File: config.mk
export PLATFORM = sky130hd
export DESIGN_NAME = mul_pipe
export DESIGN_NICKNAME = d
export VERILOG_FILES = /design/src/rtl/mul_pkg.sv /design/src/rtl/mul_abs.sv /design/src/rtl/mul_pipe.sv
export SDC_FILE = /design/constraint.sdc
export NUM_CORES = 2
export LEC_CHECK = 0
export ABC_AREA = 1
export CORE_ASPECT_RATIO = 1.5
export CORE_UTILIZATION = 59
export CTS_CLUSTER_SIZE = 28
export DETAILED_ROUTE_END_ITERATION = 10
export HOLD_SLACK_MARGIN = 0.15
export PLACE_DENSITY = 0.8
export SETUP_SLACK_MARGIN = 0.1
export SKIP_LAST_GASP = 1
export SYNTH_ARGS = -nofsm -noshare
export SYNTH_HDL_FRONTEND = slang
export SYNTH_SLANG_ARGS = --single-unit
File: constraint.sdc
create_clock -name clk -period 5.89 [get_ports clk]
set_input_delay 0.589 -clock clk [delete_from_list [all_inputs] [get_ports clk]]
set_output_delay 0.589 -clock clk [all_outputs]
set_load 0.005 [all_outputs]
File: src/rtl/mul_pkg.sv
// Shared definitions for the execute-stage multiplier and its scoreboard.
package mul_pkg;

   localparam int unsigned MUL_LAT = 3;

   typedef enum logic {
      MUL_UNSIGNED = 1'b0,
      MUL_SIGNED   = 1'b1
   } mul_mode_e;

endpackage

File: src/rtl/mul_abs.sv
// Magnitude and sign extraction for one multiplier operand.
module mul_abs
   import mul_pkg::*;
#(
   parameter int unsigned WIDTH = 32
) (
   input  logic [WIDTH-1:0] value,
   input  logic             mode,
   output logic [WIDTH-1:0] abs_val,
   output logic             neg
);

   // The most-negative input maps to 2^(WIDTH-1), which still fits unsigned.
   assign neg     = (mode == MUL_SIGNED) && value[WIDTH-1];
   assign abs_val = neg ? ((~value) + WIDTH'(1)) : value;

endmodule

File: src/rtl/mul_pipe.sv
// Three-stage pipelined signed/unsigned multiplier with valid/ready flow control and flush.
module mul_pipe
   import mul_pkg::*;
#(
   parameter int unsigned WIDTH = 32,
   parameter int unsigned TAG_W = 5
) (
   input  logic               clk,
   input  logic               rst_n,
   input  logic               in_valid,
   output logic               in_ready,
   input  logic [WIDTH-1:0]   a,
   input  logic [WIDTH-1:0]   b,
   input  logic               sign,
   input  logic [TAG_W-1:0]   in_tag,
   input  logic               flush,
   output logic               out_valid,
   input  logic               out_ready,
   output logic [2*WIDTH-1:0] result,
   output logic [TAG_W-1:0]   out_tag
);

   localparam int unsigned H = WIDTH / 2;

   logic stall;
   logic accept;
   logic v1, v2, v3;

   logic [WIDTH-1:0] abs_a_c, abs_b_c;
   logic             neg_a_c, neg_b_c;

   logic [WIDTH-1:0] abs_a1, abs_b1;
   logic             neg1;
   logic [TAG_W-1:0] tag1;

   logic [H-1:0]     a_hi, a_lo, b_hi, b_lo;
   logic [WIDTH-1:0] pp_hh, pp_hl, pp_lh, pp_ll;
   logic             neg2;
   logic [TAG_W-1:0] tag2;

   logic [WIDTH:0]     mid_c;
   logic [2*WIDTH-1:0] abs_p_c;
   logic [2*WIDTH-1:0] prod_c;

   assign stall     = v3 & ~out_ready;
   assign in_ready  = ~stall & ~flush;
   assign accept    = in_valid & in_ready;
   assign out_valid = v3;

   mul_abs #(.WIDTH(WIDTH)) u_abs_a (
      .value   (a),
      .mode    (sign),
      .abs_val (abs_a_c),
      .neg     (neg_a_c)
   );

   mul_abs #(.WIDTH(WIDTH)) u_abs_b (
      .value   (b),
      .mode    (sign),
      .abs_val (abs_b_c),
      .neg     (neg_b_c)
   );

   assign a_hi = abs_a1[WIDTH-1:H];
   assign a_lo = abs_a1[H-1:0];
   assign b_hi = abs_b1[WIDTH-1:H];
   assign b_lo = abs_b1[H-1:0];

   // Cross terms summed one bit wider so their carry reaches the upper half.
   always_comb begin
      mid_c   = {1'b0, pp_hl} + {1'b0, pp_lh};
      abs_p_c = {pp_hh, pp_ll} + {{(H-1){1'b0}}, mid_c, {H{1'b0}}};
      prod_c  = neg2 ? ((~abs_p_c) + (2*WIDTH)'(1)) : abs_p_c;
   end

   always_ff @(posedge clk) begin
      if (!rst_n) begin
         v1     <= 1'b0;
         v2     <= 1'b0;
         v3     <= 1'b0;
         abs_a1 <= '0;
         abs_b1 <= '0;
         neg1   <= 1'b0;
         tag1   <= '0;
         pp_hh  <= '0;
         pp_hl  <= '0;
         pp_lh  <= '0;
         pp_ll  <= '0;
         neg2   <= 1'b0;
         tag2   <= '0;
         result <= '0;
         out_tag <= '0;
      end else begin
         if (flush) begin
            v1 <= 1'b0;
            v2 <= 1'b0;
            v3 <= 1'b0;
         end else if (!stall) begin
            v1 <= accept;
            v2 <= v1;
            v3 <= v2;
         end
         // Data moves with the pipe; an invalid stage may carry junk.
         if (!stall) begin
            abs_a1  <= abs_a_c;
            abs_b1  <= abs_b_c;
            neg1    <= neg_a_c ^ neg_b_c;
            tag1    <= in_tag;
            pp_hh   <= WIDTH'(a_hi) * WIDTH'(b_hi);
            pp_hl   <= WIDTH'(a_hi) * WIDTH'(b_lo);
            pp_lh   <= WIDTH'(a_lo) * WIDTH'(b_hi);
            pp_ll   <= WIDTH'(a_lo) * WIDTH'(b_lo);
            neg2    <= neg1;
            tag2    <= tag1;
            result  <= prod_c;
            out_tag <= tag2;
         end
      end
   end

endmodule

Word-level counts from Yosys, hierarchy flattened
Cells that the tools add are included.
W data, S select, Z words.
{"block": "totals", "register_bits": 276, "input_bits": 75, "out_inout_bits": 71, "wordCells": 41}
{"block": "classes", "addsub": 5, "multipliers": 4, "muxes": 3, "bitwise_logic": 11, "n_reduce_logical": 3}
{"op": "$mul A16 B16 Y32", "count": 4}
{"op": "$add A32 B1 Y32 const B", "count": 2}
{"op": "$add A64 B1 Y64 const B", "count": 1}
{"op": "$add A64 B49 Y64", "count": 1}
{"op": "$mux W32", "count": 2}
{"op": "$mux W64", "count": 1}
{"op": "$not A32 Y32", "count": 2}
{"op": "$not A64 Y64", "count": 1}
{"op": "$add A32 B32 Y33", "count": 1}
{"op": "$not A1 Y1", "count": 4}
{"op": "$and A1 B1 Y1", "count": 3}
{"op": "$logic_and A1 B1 Y1", "count": 2}
{"op": "$reduce_or A2 Y1", "count": 1}
{"op": "$xor A1 B1 Y1", "count": 1}

Depth between registers and ports, before layout
{"block": "depth", "word_depth": 5, "ltp_mapped": 37, "ltp_nobuf": 37}

By module
From an unflattened synthesis, not the netlist that was laid out.
{"block": "unflattened", "hier_cells": 7695, "hier_area_um2": 53719.0}
{"mod": "mul_pipe", "instances": 1, "cells_each": 7241, "area_each_um2": 51559.4, "seq_area_each_um2": 5525.3}
{"mod": "mul_abs", "instances": 2, "cells_each": 227, "area_each_um2": 1079.8, "seq_area_each_um2": 0.0}

Worst setup path before layout
No wires, ideal clock.
{"block": "synth_timing", "kind": "register -> register", "from": "reg abs_a1[26]", "to": "reg pp_hl[26]", "setup_time_ns": 0.057, "t_arrival_ns": 5.855, "required_time_ns": 5.833, "path_slack_ns": -0.022, "path_stages_with_launch": 26, "path_buffers": 2, "period_less_slack_ns": 5.912, "path_cell_list": "dfxtp_1 > clkbuf_1 > clkbuf_1 > nand2_1 > fa_1 > inv_1 > fa_1 > inv_1 > fa_1 > fa_1 > fa_1 > fa_1 > inv_1 > ha_1 > nand2_1 > nor2_1 > inv_1 > o21ai_0 > a21oi_1 > o21ai_0 > a21boi_0 > o21ai_0 > a21oi_1 > o21ai_0 > nand3_1 > inv_1"}
{"block": "synth_via", "elab_chain_cells": 1}
{"element": "start, declared", "line": "mul_pipe.sv:32", "rtl": "logic [WIDTH-1:0] abs_a1, abs_b1;"}
{"element": "start signal, assigned", "line": "mul_pipe.sv:105", "rtl": "abs_a1 <= abs_a_c;"}
{"element": "$mul A16 B16 Y32", "line": "mul_pipe.sv:110", "rtl": "pp_hl <= WIDTH'(a_hi) * WIDTH'(b_lo);"}
{"element": "end signal, assigned", "line": "mul_pipe.sv:110"}
{"element": "end, declared", "line": "mul_pipe.sv:37", "rtl": "logic [WIDTH-1:0] pp_hh, pp_hl, pp_lh, pp_ll;"}
Every way passes these cells.
A chain may end at the register's enable or synchronous reset.

Worst setup path after layout
{"block": "layout_timing", "from": "reg abs_b1[18]", "to": "reg pp_hh[29]"}
{"block": "layout_via", "elab_chain_cells": 1}
{"element": "start, declared", "line": "mul_pipe.sv:32"}
{"element": "start signal, assigned", "line": "mul_pipe.sv:106", "rtl": "abs_b1 <= abs_b_c;"}
{"element": "$mul A16 B16 Y32", "line": "mul_pipe.sv:109", "rtl": "pp_hh <= WIDTH'(a_hi) * WIDTH'(b_hi);"}
{"element": "end signal, assigned", "line": "mul_pipe.sv:109"}
{"element": "end, declared", "line": "mul_pipe.sv:37"}
Every way passes these cells.

==> flow_summary.json <==
{
  "placementRows": 134,
  "period_share_pct": 101.6,
  "cp.arrival_ns": 6.45,
  "mappedNetlistNets": 8869,
  "critPathCaptureType": "flop",
  "synth.top_cell.area_share_pct": 29.31,
  "synth-warning-count": 0,
  "tritoncts_sinks": 276,
  "final_max_slew_viol_count": 0,
  "cp_common_cell": "sky130_fd_sc_hd__inv_1",
  "first_iter_violations": 4485,
  "timing_hold_violations_final": 0,
  "drc_violation_count_after_routing": 26,
  "wire_length_of_the_first_global_routing_pass_mm": 271.6,
  "timing.max_slew.rel_slack_pct": 15.83,
  "globalRouteMet3Util_pct": 8.762,
  "crit_slowest_cell": "sky130_fd_sc_hd__fa_2",
  "sequential_cell_area_mm2": 0.005642,
  "critical_path_required_time_ns": 6.36,
  "via_count_of_the_first_global_routing_pass": 52520,
  "status": "finished with violations",
  "die_area_mm2": 0.09128,
  "rsz_0062_raised_after_global_routing": "yes",
  "post_synth.cell_area_avg_um2": 7.056,
  "category_of_the_most_critical_setup_path": "reg2reg",
  "clock_skew_ns": 0.04713,
  "async_reset_ff_share_pct": 0,
  "grt_start_max_net_pins": 158,
  "drt-vias-per-instance": 5.673,
  "cts_made_buffers": 34,
  "total_routed_length_mm": 186.5,
  "hp-class": "in2reg",
  "number_of_antenna_violations_at_the_first_check_in_global_routing": 18,
  "max-vdd-ir-drop_v": 0.0003685,
  "power_density_mw_per_mm2": 280.3,
  "dpl-instance-area_mm2": 0.05907,
  "p_leak_nw": 36.16,
  "synthTopCellsByCount": "sky130_fd_sc_hd__inv_1, sky130_fd_sc_hd__nand2_1, sky130_fd_sc_hd__fa_1",
  "layout-drive-gt1-share_pct": 14.29,
  "syn_to_final_growth_pct": 20.66,
  "cts_root_buf": "sky130_fd_sc_hd__clkbuf_16",
  "groute.usage.overall_pct": 38.35,
  "final.min_clock_period_ns": 5.985,
  "synth.most_common_cell": "sky130_fd_sc_hd__inv_1",
  "path_delay_family": "adder cells",
  "ys.flop_type": "sky130_fd_sc_hd__dfxtp_1",
  "p_clk_share_pct": 12.4,
  "multi_input_comb_area_mm2": 0.04073,
  "swShare_pct": 50.20,
  "hpwlAfterDp_mm": 135.5,
  "groute.layer.met1.usage_pct": 43.65,
  "route.vias.total": 51980,
  "post_synth_inst_count": 7530,
  "detail_route.first_pass.iterations": 11,
  "synth_seq_area_share_pct": 10.40,
  "grt.busiest_layer": "met2",
  "postSynthRegisterBits": 276,
  "initial_utilization_pct": 59.68,
  "detail_route.wl_per_cell_um": 20.36,
  "num_io_pins": 146,
  "utilization_pct": 72.01,
  "buffer_ports.inserted": 145,
  "final_antenna_net_count": 0,
  "netSwitchingPower_mw": 9.020,
  "max_freq_ghz": 0.1671,
  "clk_pin_slew_ns": 0.07,
  "final.hold.worst_slack_ns": 0.3494,
  "report.final.setup_viol": 4,
  "gp_routability_congestion": 1.001,
  "critical_path_fanouts_max": 7,
  "synth_top_cells_by_area": "sky130_fd_sc_hd__fa_1, sky130_fd_sc_hd__inv_1, sky130_fd_sc_hd__nand2_1",
  "die_y_um": 369.5,
  "share_comb_of_total_power_pct": 72.8,
  "synth_cell_type_count": 52,
  "final.setup.worst_slack_ns": -0.09486,
  "crit_path_start_kind": "flop",
  "power.internal_mw": 8.947,
  "maxCapViolCount": 0,
  "met2_track_utilization_from_global_routing_pct": 65.24,
  "design.core.area_mm2": 0.08903,
  "final_nets": 9314,
  "fillerInstances": 6519,
  "fp.dieW_um": 247.0,
  "grt-ovfl-total": 0,
  "yosysTopAreaCell": "sky130_fd_sc_hd__fa_1",
  "clock_path_buffers": 3,
  "timing.critical_path.slowest_cell_delay_ns": 0.57,
  "cp_num_buf_inv": 8,
  "timing_worst_slew_pin_value_ns": 1.263,
  "htreeDepth": 2,
  "clkLatencyLatePin_ns": 0.61,
  "final_cell_area_mm2": 0.06411,
  "violations": "DRC, setup timing",
  "synth-edff-count": 0,
  "sequential_power_share_pct": 14.8,
  "totalPowerFinal_mw": 17.97,
  "synthesis.area_mm2": 0.05313,
  "tritoncts": "built"
}
cell families after synthesis:
logic type	after synthesis	share of synthesized area, %
AND/OR/NAND/NOR	2635	19.92
AO/OA/AOI/OAI	887	9.903
XOR/XNOR	163	2.687
buffers and inverters	2305	16.33
flip-flops	276	10.40
adder cells (fa/ha/maj)	1264	40.76
timing repair:
item / 4_1_cts / 5_1_grt
gates resized for setup: 148 / 455
cloned: 5 / 19
endpoints found under the setup margin: 56 / 89
pin swaps: 40 / 178
hold buffers: 0 / 0
setup buffers: 25 / 101
worst reg2reg max path, stage by stage (launching register included):
cell,delay (ns)
sky130_fd_sc_hd__dfxtp_4,0.37
sky130_fd_sc_hd__buf_12,0.15
sky130_fd_sc_hd__buf_12,0.15
sky130_fd_sc_hd__nand2_1,0.09
sky130_fd_sc_hd__fa_1,0.54
sky130_fd_sc_hd__inv_1,0.07
sky130_fd_sc_hd__fa_1,0.53
sky130_fd_sc_hd__inv_1,0.05
sky130_fd_sc_hd__fa_1,0.50
sky130_fd_sc_hd__inv_1,0.06
sky130_fd_sc_hd__fa_1,0.56
sky130_fd_sc_hd__inv_1,0.07
sky130_fd_sc_hd__fa_1,0.49
sky130_fd_sc_hd__inv_1,0.06
sky130_fd_sc_hd__fa_2,0.57
sky130_fd_sc_hd__ha_4,0.22
sky130_fd_sc_hd__nand2_4,0.09
sky130_fd_sc_hd__nor2_1,0.06
sky130_fd_sc_hd__nand2_1,0.09
sky130_fd_sc_hd__o211ai_1,0.09
sky130_fd_sc_hd__nand2_1,0.10
sky130_fd_sc_hd__nand3_2,0.13
sky130_fd_sc_hd__a21o_1,0.25
sky130_fd_sc_hd__a21oi_2,0.15
sky130_fd_sc_hd__xor2_1,0.18
sky130_fd_sc_hd__nand2_1,0.07
sky130_fd_sc_hd__o211ai_1,0.10
sky130_fd_sc_hd__inv_1,0.06
power by group through the flow:
stage | logic, mW | registers, mW | clock network (mW)
floorplan | 6.68 | 2.47 | 0
global placement | 10.7 | 2.65 | 0
detailed placement | 10.8 | 2.65 | 0
CTS | 11.3 | 2.63 | 2.24
global route | 14.2 | 2.68 | 2.31
finish | 13.1 | 2.66 | 2.23
final timing paths:
check	start	to	slack, ns	cells past startpoint
hold / removal	rst_n	result[34]	0.35	3
setup / recovery	abs_b1[18]	pp_hh[29]	-0.09	27
hold reg to reg	v2	out_valid	0.47	2
setup reg to reg	abs_b1[18]	pp_hh[29]	-0.09	27
sequential cells by signal (all words and copies together), names as in the netlist:
| name | cells |
|---|---|
| result | 64 |
| abs_a1 | 32 |
| abs_b1 | 32 |
| pp_hh | 32 |
| pp_hl | 32 |
| pp_lh | 32 |
| pp_ll | 32 |
| out_tag | 5 |
| tag1 | 5 |
| tag2 | 5 |
| neg1 | 1 |
| neg2 | 1 |
| out_valid | 1 |
| v1 | 1 |
| v2 | 1 |
cell usage in the layout, fill, tap and decap left out, drive strengths merged, types with 66 or more instances in the layout:
cell / netlist / final
o21bai: 73 / 73
o21ai: 303 / 303
clkdlybuf4s50: 0 / 144
nand3: 189 / 189
fa: 778 / 778
nand2: 1899 / 1899
nor2: 418 / 418
buf: 24 / 604
a21oi: 288 / 288
o221ai: 66 / 66
xnor2: 72 / 72
inv: 1943 / 1952
dfxtp: 276 / 276
xor2: 91 / 91
ha: 486 / 486
layout make-up:
class                      count  share of cell area [%]
antenna                        5                 0.01952
multi-input combinational   4949                   63.54
clock buffer                  40                   1.394
timing repair buffer         769                   12.22
clock inverter                22                  0.3669
inverter                    1945                   11.40
tap                         1156                   2.256
sequential                   276                   8.801
metrics by stage:
step	TNS, ns	std cells	setup slack [ns]
after floorplan	0	7530	0.07796
after global placement	-0.5201	8946	-0.1095
after detailed placement	-1.771	8946	-0.1450
after CTS	0	9038	0.05720
after global routing	-3.014	9157	-0.1920
final	-0.1558	9162	-0.09486
layer usage:
metal,vias up,routed length [um],part of all wire (%)
met3,1043,19290,10
met4,26,16170,8.7
met1,24710,63390,34
met2,2832,87530,47
met5,-,169,0.091
li1,23360,-,-
Note: power is estimated with default switching activity, not from simulation.
